--- config.mk ---
export PLATFORM = sky130hd
export DESIGN_NAME = adc_sequencer
export DESIGN_NICKNAME = d
export VERILOG_FILES = /design/src/rtl/adc_sequencer.sv
export SDC_FILE = /design/constraint.sdc
export NUM_CORES = 1
export LEC_CHECK = 0
export CAP_MARGIN = 20
export CORE_ASPECT_RATIO = 0.8
export CORE_UTILIZATION = 55
export DETAILED_ROUTE_END_ITERATION = 10
export GPL_ROUTABILITY_DRIVEN = 0
export PLACE_DENSITY = 0.81
export SETUP_SLACK_MARGIN = 0.2
export SYNTH_ARGS = -nofsm -noshare
export SYNTH_HDL_FRONTEND = slang
export SYNTH_SLANG_ARGS = --single-unit
export TNS_END_PERCENT = 20
--- constraint.sdc ---
create_clock -name clk -period 4.4 [get_ports clk]
set_input_delay 0.44 -clock clk [delete_from_list [all_inputs] [get_ports clk]]
set_output_delay 0.44 -clock clk [all_outputs]
set_load 0.01 [all_outputs]
--- src/rtl/adc_sequencer.sv ---
// adc_sequencer: convStart/busy/rd_cs handshake sequencer for the PMIC feedback ADC with timeout and overrun flags.
// Optional ADC_SEQ_AVG_EN: average four good conversions before updating sample.
module adc_sequencer #(
  parameter int PERIOD     = 64,
  parameter int CONV_PULSE = 2,
  parameter int RD_CYCLES  = 2,
  parameter int TIMEOUT    = 255
) (
  input  logic       clk,
  input  logic       reset,
  input  logic       enable,
  input  logic       fault_clr,
  input  logic       busy,
  input  logic [7:0] adcVoltage,
  output logic       convStart,
  output logic       rd_cs,
  output logic [7:0] sample,
  output logic       sample_valid,
  output logic       fault,
  output logic       overrun
);
  typedef enum logic [2:0] {IDLE, START, WAIT_RISE, WAIT_FALL, READ, DONE} state_t;
  localparam logic [15:0] PERIOD_LAST = 16'(PERIOD - 1);
  localparam logic [7:0]  CONV_LAST   = 8'(CONV_PULSE - 1);
  localparam logic [7:0]  RD_LAST     = 8'(RD_CYCLES - 1);
  localparam logic [7:0]  TO_LAST     = 8'(TIMEOUT - 1);
  state_t      state, stateNext;
  logic        busyMeta, busyS;
  logic [15:0] periodCnt;
  logic [7:0]  phaseCnt;
  logic        tick, timeout, convDone;
  assign tick = enable && periodCnt == '0;
  // phaseCnt restarts on every state change, so it times pulse widths and busy waits alike
  always_comb begin
    stateNext = state;
    timeout   = 1'b0;
    convDone  = 1'b0;
    case (state)
      IDLE:      stateNext = tick ? START : IDLE;
      START:     stateNext = phaseCnt == CONV_LAST ? WAIT_RISE : START;
      WAIT_RISE: begin
        timeout   = !busyS && phaseCnt == TO_LAST;
        stateNext = busyS ? WAIT_FALL : timeout ? IDLE : WAIT_RISE;
      end
      WAIT_FALL: begin
        timeout   = busyS && phaseCnt == TO_LAST;
        stateNext = !busyS ? READ : timeout ? IDLE : WAIT_FALL;
      end
      READ: begin
        convDone  = phaseCnt == RD_LAST;
        stateNext = convDone ? DONE : READ;
      end
      default:   stateNext = IDLE;
    endcase
    if (!enable) begin
      stateNext = IDLE;
      timeout   = 1'b0;
      convDone  = 1'b0;
    end
  end
  always_ff @(posedge clk or negedge reset) begin
    if (!reset) begin
      busyMeta  <= 1'b0;
      busyS     <= 1'b0;
      periodCnt <= '0;
      state     <= IDLE;
      phaseCnt  <= '0;
      convStart <= 1'b1;
      rd_cs     <= 1'b1;
      fault     <= 1'b0;
      overrun   <= 1'b0;
    end else begin
      busyMeta  <= busy;
      busyS     <= busyMeta;
      periodCnt <= !enable ? '0 : tick ? PERIOD_LAST : periodCnt - 1'b1;
      state     <= stateNext;
      phaseCnt  <= stateNext == state ? phaseCnt + 1'b1 : '0;
      convStart <= stateNext != START;
      rd_cs     <= stateNext != READ;
      fault     <= timeout | (fault & !fault_clr);
      overrun   <= (tick && state != IDLE) | (overrun & !fault_clr);
    end
  end
`ifdef ADC_SEQ_AVG_EN
  logic [9:0] acc, accSum;
  logic [1:0] avgCnt;
  assign accSum = acc + 10'(adcVoltage);
  always_ff @(posedge clk or negedge reset) begin
    if (!reset) begin
      acc          <= '0;
      avgCnt       <= '0;
      sample       <= '0;
      sample_valid <= 1'b0;
    end else begin
      sample_valid <= convDone && avgCnt == 2'd3;
      if (timeout || !enable) begin
        acc    <= '0;
        avgCnt <= '0;
      end else if (convDone) begin
        acc    <= avgCnt == 2'd3 ? '0 : accSum;
        avgCnt <= avgCnt + 2'd1;
        if (avgCnt == 2'd3) sample <= accSum[9:2];
      end
    end
  end
`else
  always_ff @(posedge clk or negedge reset) begin
    if (!reset) begin
      sample       <= '0;
      sample_valid <= 1'b0;
    end else begin
      sample_valid <= convDone;
      if (convDone) sample <= adcVoltage;
    end
  end
`endif
endmodule

Word-level counts from Yosys, hierarchy flattened
Cells that the tools add are included.
{ "totals": {"register_bits": 42, "word_cells": 51} }
{ "op_classes": {"n_reduce_logical": 9, "bitwise_logic": 4, "addsub": 2, "n_eq_ne": 9, "mux": 16} }
{ "ops": {"columns": ["cell", "count"], "rows": [
  ["16-bit 2-to-1 mux", 2],
  ["16-bit zero test", 1],
  ["16-bit by 1-bit subtractor with 16-bit output, second input constant", 1],
  ["3-bit case mux with 5 select lines", 1],
  ["8-bit by 1-bit adder with 8-bit output, second input constant", 1],
  ["8-bit by 1-bit == test with 1-bit output, second input constant", 1],
  ["8-bit == test, second input constant", 1],
  ["2-bit 2-to-1 mux", 4],
  ["8-bit 2-to-1 mux", 1],
  ["3-bit by 2-bit == test with 1-bit output, second input constant", 2],
  ["3-bit 2-to-1 mux", 2],
  ["1-bit 2-to-1 mux", 5],
  ["1-bit logical AND", 4],
  ["3-bit by 1-bit == test with 1-bit output, second input constant", 1],
  ["3-bit == test", 1],
  ["3-bit == test, second input constant", 1],
  ["3-bit zero test", 1],
  ["3-bit by 1-bit inequality test with 1-bit output, second input constant", 1],
  ["3-bit inequality test, second input constant", 1],
  ["3-bit nonzero test", 1],
  ["1-bit bitwise AND", 2],
  ["1-bit zero test", 2],
  ["1-bit bitwise OR", 2],
  ["1-bit case mux with 2 select lines", 1]
]} }

Depth between registers and ports, before layout
{ "depth": {"word_depth": 8, "mapped_depth": 8, "ltp_nobuf": 7} }

Worst setup path before layout
OpenSTA, ideal clock, no wires.
{ "synth_timing": {"path_type": "flip-flop to flip-flop", "from": "reg phaseCnt[5]", "to": "reg phaseCnt[7]", "arrival_time_ps": 2010, "path_stages_with_launch": 7, "t_required_ps": 4314, "path_slack_ps": 2304, "synth_period_minus_slack_ps": 2096, "path_cell_list": "dfrtp_1 > or4_4 > or3_1 > o221a_1 > o21ba_1 > buf_6 > nor3_4"} }
{ "synth_via": {"elab_chain_cells": 8, "elab_cells_between_ends": 15} }
{ "synth_rtl": {"columns": ["element", "line_no", "text"], "rows": [
  ["start, declared", "30", "logic [7:0] phaseCnt;"],
  ["start signal, assigned", "77", "phaseCnt <= stateNext == state ? phaseCnt + 1'b1 : '0;"],
  ["8-bit == test", "42, 46", null],
  ["1-bit logical AND (on tied branches)", "46, 42", null],
  ["2-bit 2-to-1 mux (on tied branches)", "47, 43", null],
  ["3-bit 2-to-1 mux or 2-bit 2-to-1 mux (tied branches)", "47, 43", null],
  ["3-bit case mux with 5 select lines", "38", "case (state)"],
  ["3-bit 2-to-1 mux", "55", "if (!enable) begin"],
  ["3-bit == test", "77", null],
  ["8-bit 2-to-1 mux *", "77", null]
]} }
Every way passes the cells marked *; elsewhere a longest branch is shown, timed or not.
A chain may end at the register's enable or synchronous reset.

Worst setup path in the final report
{ "layout_timing": {"from": "in enable", "to": "reg phaseCnt[7]"} }
{ "layout_via": {"elab_chain_cells": 6} }
{ "layout_rtl": {"columns": ["element", "line_no", "text"], "rows": [
  ["start, declared", "11", "input logic enable,"],
  ["1-bit logical AND", "32", "assign tick = enable && periodCnt == '0;"],
  ["1-bit 2-to-1 mux", "39", "IDLE: stateNext = tick ? START : IDLE;"],
  ["3-bit case mux with 5 select lines", "38", null],
  ["3-bit 2-to-1 mux *", "55", null],
  ["3-bit == test *", "77", null],
  ["8-bit 2-to-1 mux *", "77", null]
]} }
Marked as above.

==> out/results.ini <==
[run_status]
status=complete, but fails checks
violations=design-rule violations

[global_route]
grt_util_met1=0.3186
grt_pass1_vias=1510
track_usage=0.2306
grt_max_degree=43
grt_overflow=0
grt_util_met3=0.05477
top_usage_layer=met2
grt_pass1_wl_um=7100
antenna_found_initial=0
use_met2=0.3469

[flow_run]
drv_cap=0

[cts]
cts_tree=built
ctsHoldBuffers=0
cts.root.buffer_cell=clkbuf_8
cts_repair_resize_count=0
cts_buffers=5
clock_path_buffers=2
clkSlewWorstSetupHoldPaths_ns=0.09
clock_latency_ns=0.30
h-tree-depth=2
post_cts_buffers=0
cts_sinks=42

[cells_and_area]
n_antenna_cell=0
synthToLayoutAreaGrowth_pct=16.81
fin_util=0.6969
layout_common_cells=dfrtp_1, clkdlybuf4s50_1, nor2_1, xor2_1, nand2_1
layout_commonest_cell=dfrtp_1
fill_cells=240
final_cell_count_no_fill=264
fin_nets=239
postLayoutCellArea_um2=2469
layout-drive-gt1-share=0.1396

[synthesis]
synth_compound_area_frac=0.06631
synth.area.mux_share=0.04737
synth_top_family_by_area=simple AND/OR/NAND/NOR gates
synth_area_leaders=dfrtp_1, xor2_1, mux2_2, nor3_2, xnor2_1
yosys.area_share.adder=0.02960
synth_cell_types=46
yosysTopAreaCell=dfrtp_1
seq_area_frac_synth=0.4985
async_flop_share=1.000
synth-edff-count=0
yosys.area_share.simple=0.2398
avgSynthCellArea_um2=10.78
syn_area_um2=2113
synth_top_area_share=0.4737
yosys_register_bits=42
synth-xor-area-share=0.08703
synth_cells=196
yosysWarnings=0
syn-num-nets=214
synth_ff_type=dfrtp_1

[timing]
hold_viol=0
skew_ns=0.004242
fin_ws_ns=1.950
hold-worst-slack_ns=0.2501
fin_crit_ns=2.450
post-route-period-util=0.5569
finalSetupViolCount=0
tns_ns=0
drv_slew=0
worstMarginPinSlew_ns=0.8840
maxSlewHeadroom=0.4107
fmaxAchievable_ghz=0.4081
grt_setup_unrepaired=no

[placed_design]
pre_cts_ws_ns=1.622
dpl_cell_area_um2=2375
numPortBuffers=25
placedCellCount=256
hpwl_um=3013

[routing]
wl_per_cell_um=15.78
dr_total_vias=1543
drt_pass1_iterations=7
drtAntennaViolNets=0
viasPerCell=5.845
drt_iter0_drc=165
drc=3
routed_wl_um=4167

[setup_path]
critical_path.max_fanout=11
crit_arrival_ns=2.67
path_class=in -> reg
endpoint_kind=register
cp.required_ns=4.62
cp-start-kind=input port

[die]
die_area_um2=4095
rows=19
chipWidth_um=71.30
core_area_um2=3542
pin_count=26
start_util=0.5966
die_y_um=57.44

[power_and_ir_drop]
p_per_area_nw_per_um2=543.1
p_leak_nw=1.093
p_total_mw=1.341
ir_worst_vdd_uv=354.5

[hold_path]
hold_class=in -> async

==> synth_stat cells, drive strengths merged, types with 2 or more instances <==
cell type  number
a21oi           6
nor2b           3
buf             3
and3            3
xor2           13
ha              5
o21ai           3
and2            2
nor4bb          3
dfstp           2
nand3b          2
or4             3
nand4           3
xnor2           8
inv             7
nand3           8
mux2            8
nand2          12
nor3           17
or3             3
clkbuf          4
nor2           17
dfrtp          40
nor4            3
nand2b          2
==> critical path: stages <==
cell and delay [ns]:
clkdlybuf4s50_1 0.66, clkinv_1 0.32, or3_1 0.38, o221ai_1 0.16, nand3_1 0.42, nor3_4 0.29
==> cell type report <==
type,count,area [µm²],share of cell area
Sequential cell,42,1054,0.4268
Multi-Input combinational cell,139,993.5,0.4024
Timing Repair Buffer,25,245.2,0.09934
Clock buffer,5,68.82,0.02788
Tap cell,42,52.55,0.02129
Inverter,8,30.03,0.01216
Clock inverter,3,25.02,0.01014
==> path summary, 6_finish.rpt <==
check | from | to | slack [ns] | cells after the start
worst min register to register | busyMeta$_DFF_PN0_ | busyS$_DFF_PN0_ | 0.35 | 0
worst max-delay path | enable | phaseCnt[7]$_DFF_PN0_ | 1.95 | 6
worst min-delay path | reset | state[0]$_DFF_PN0_ | 0.25 | 1
max in group asynchronous | reset | phaseCnt[6]$_DFF_PN0_ | 3.60 | 1
worst max register to register | phaseCnt[5]$_DFF_PN0_ | sample[0]$_DFFE_PN0P_ | 2.04 | 4
min in group clk | busyMeta$_DFF_PN0_ | busyS$_DFF_PN0_ | 0.35 | 0
==> registers in the layout (all words and copies together), names as in the netlist <==
register / count
busyS: 1
fault: 1
periodCnt: 16
rd_cs: 1
busyMeta: 1
sample_valid: 1
state: 3
convStart: 1
overrun: 1
sample: 8
phaseCnt: 8
==> logic make-up (layout without fill, tap and decap cells) <==
logic type,count (synthesis),after routing
xor gates and xnor gates,21,21
DFF,42,42
and+or+nand+nor,85,85
adders and majority gates,5,5
buffers and inverters,15,41
AOI/OAI and AO/OA,19,19
muxes,9,9
==> power by group <==
group / switching [mW] / internal (mW)
Clock: 0.147 / 0.115
Sequential: 0.116 / 0.475
Combinational: 0.262 / 0.226
==> layer usage <==
layer,wire length (µm),up-vias
met5,0,-
met4,86,0
met3,209,9
met2,1897,51
met1,1973,744
li1,-,739
Note: power is estimated with default switching activity, not from simulation.
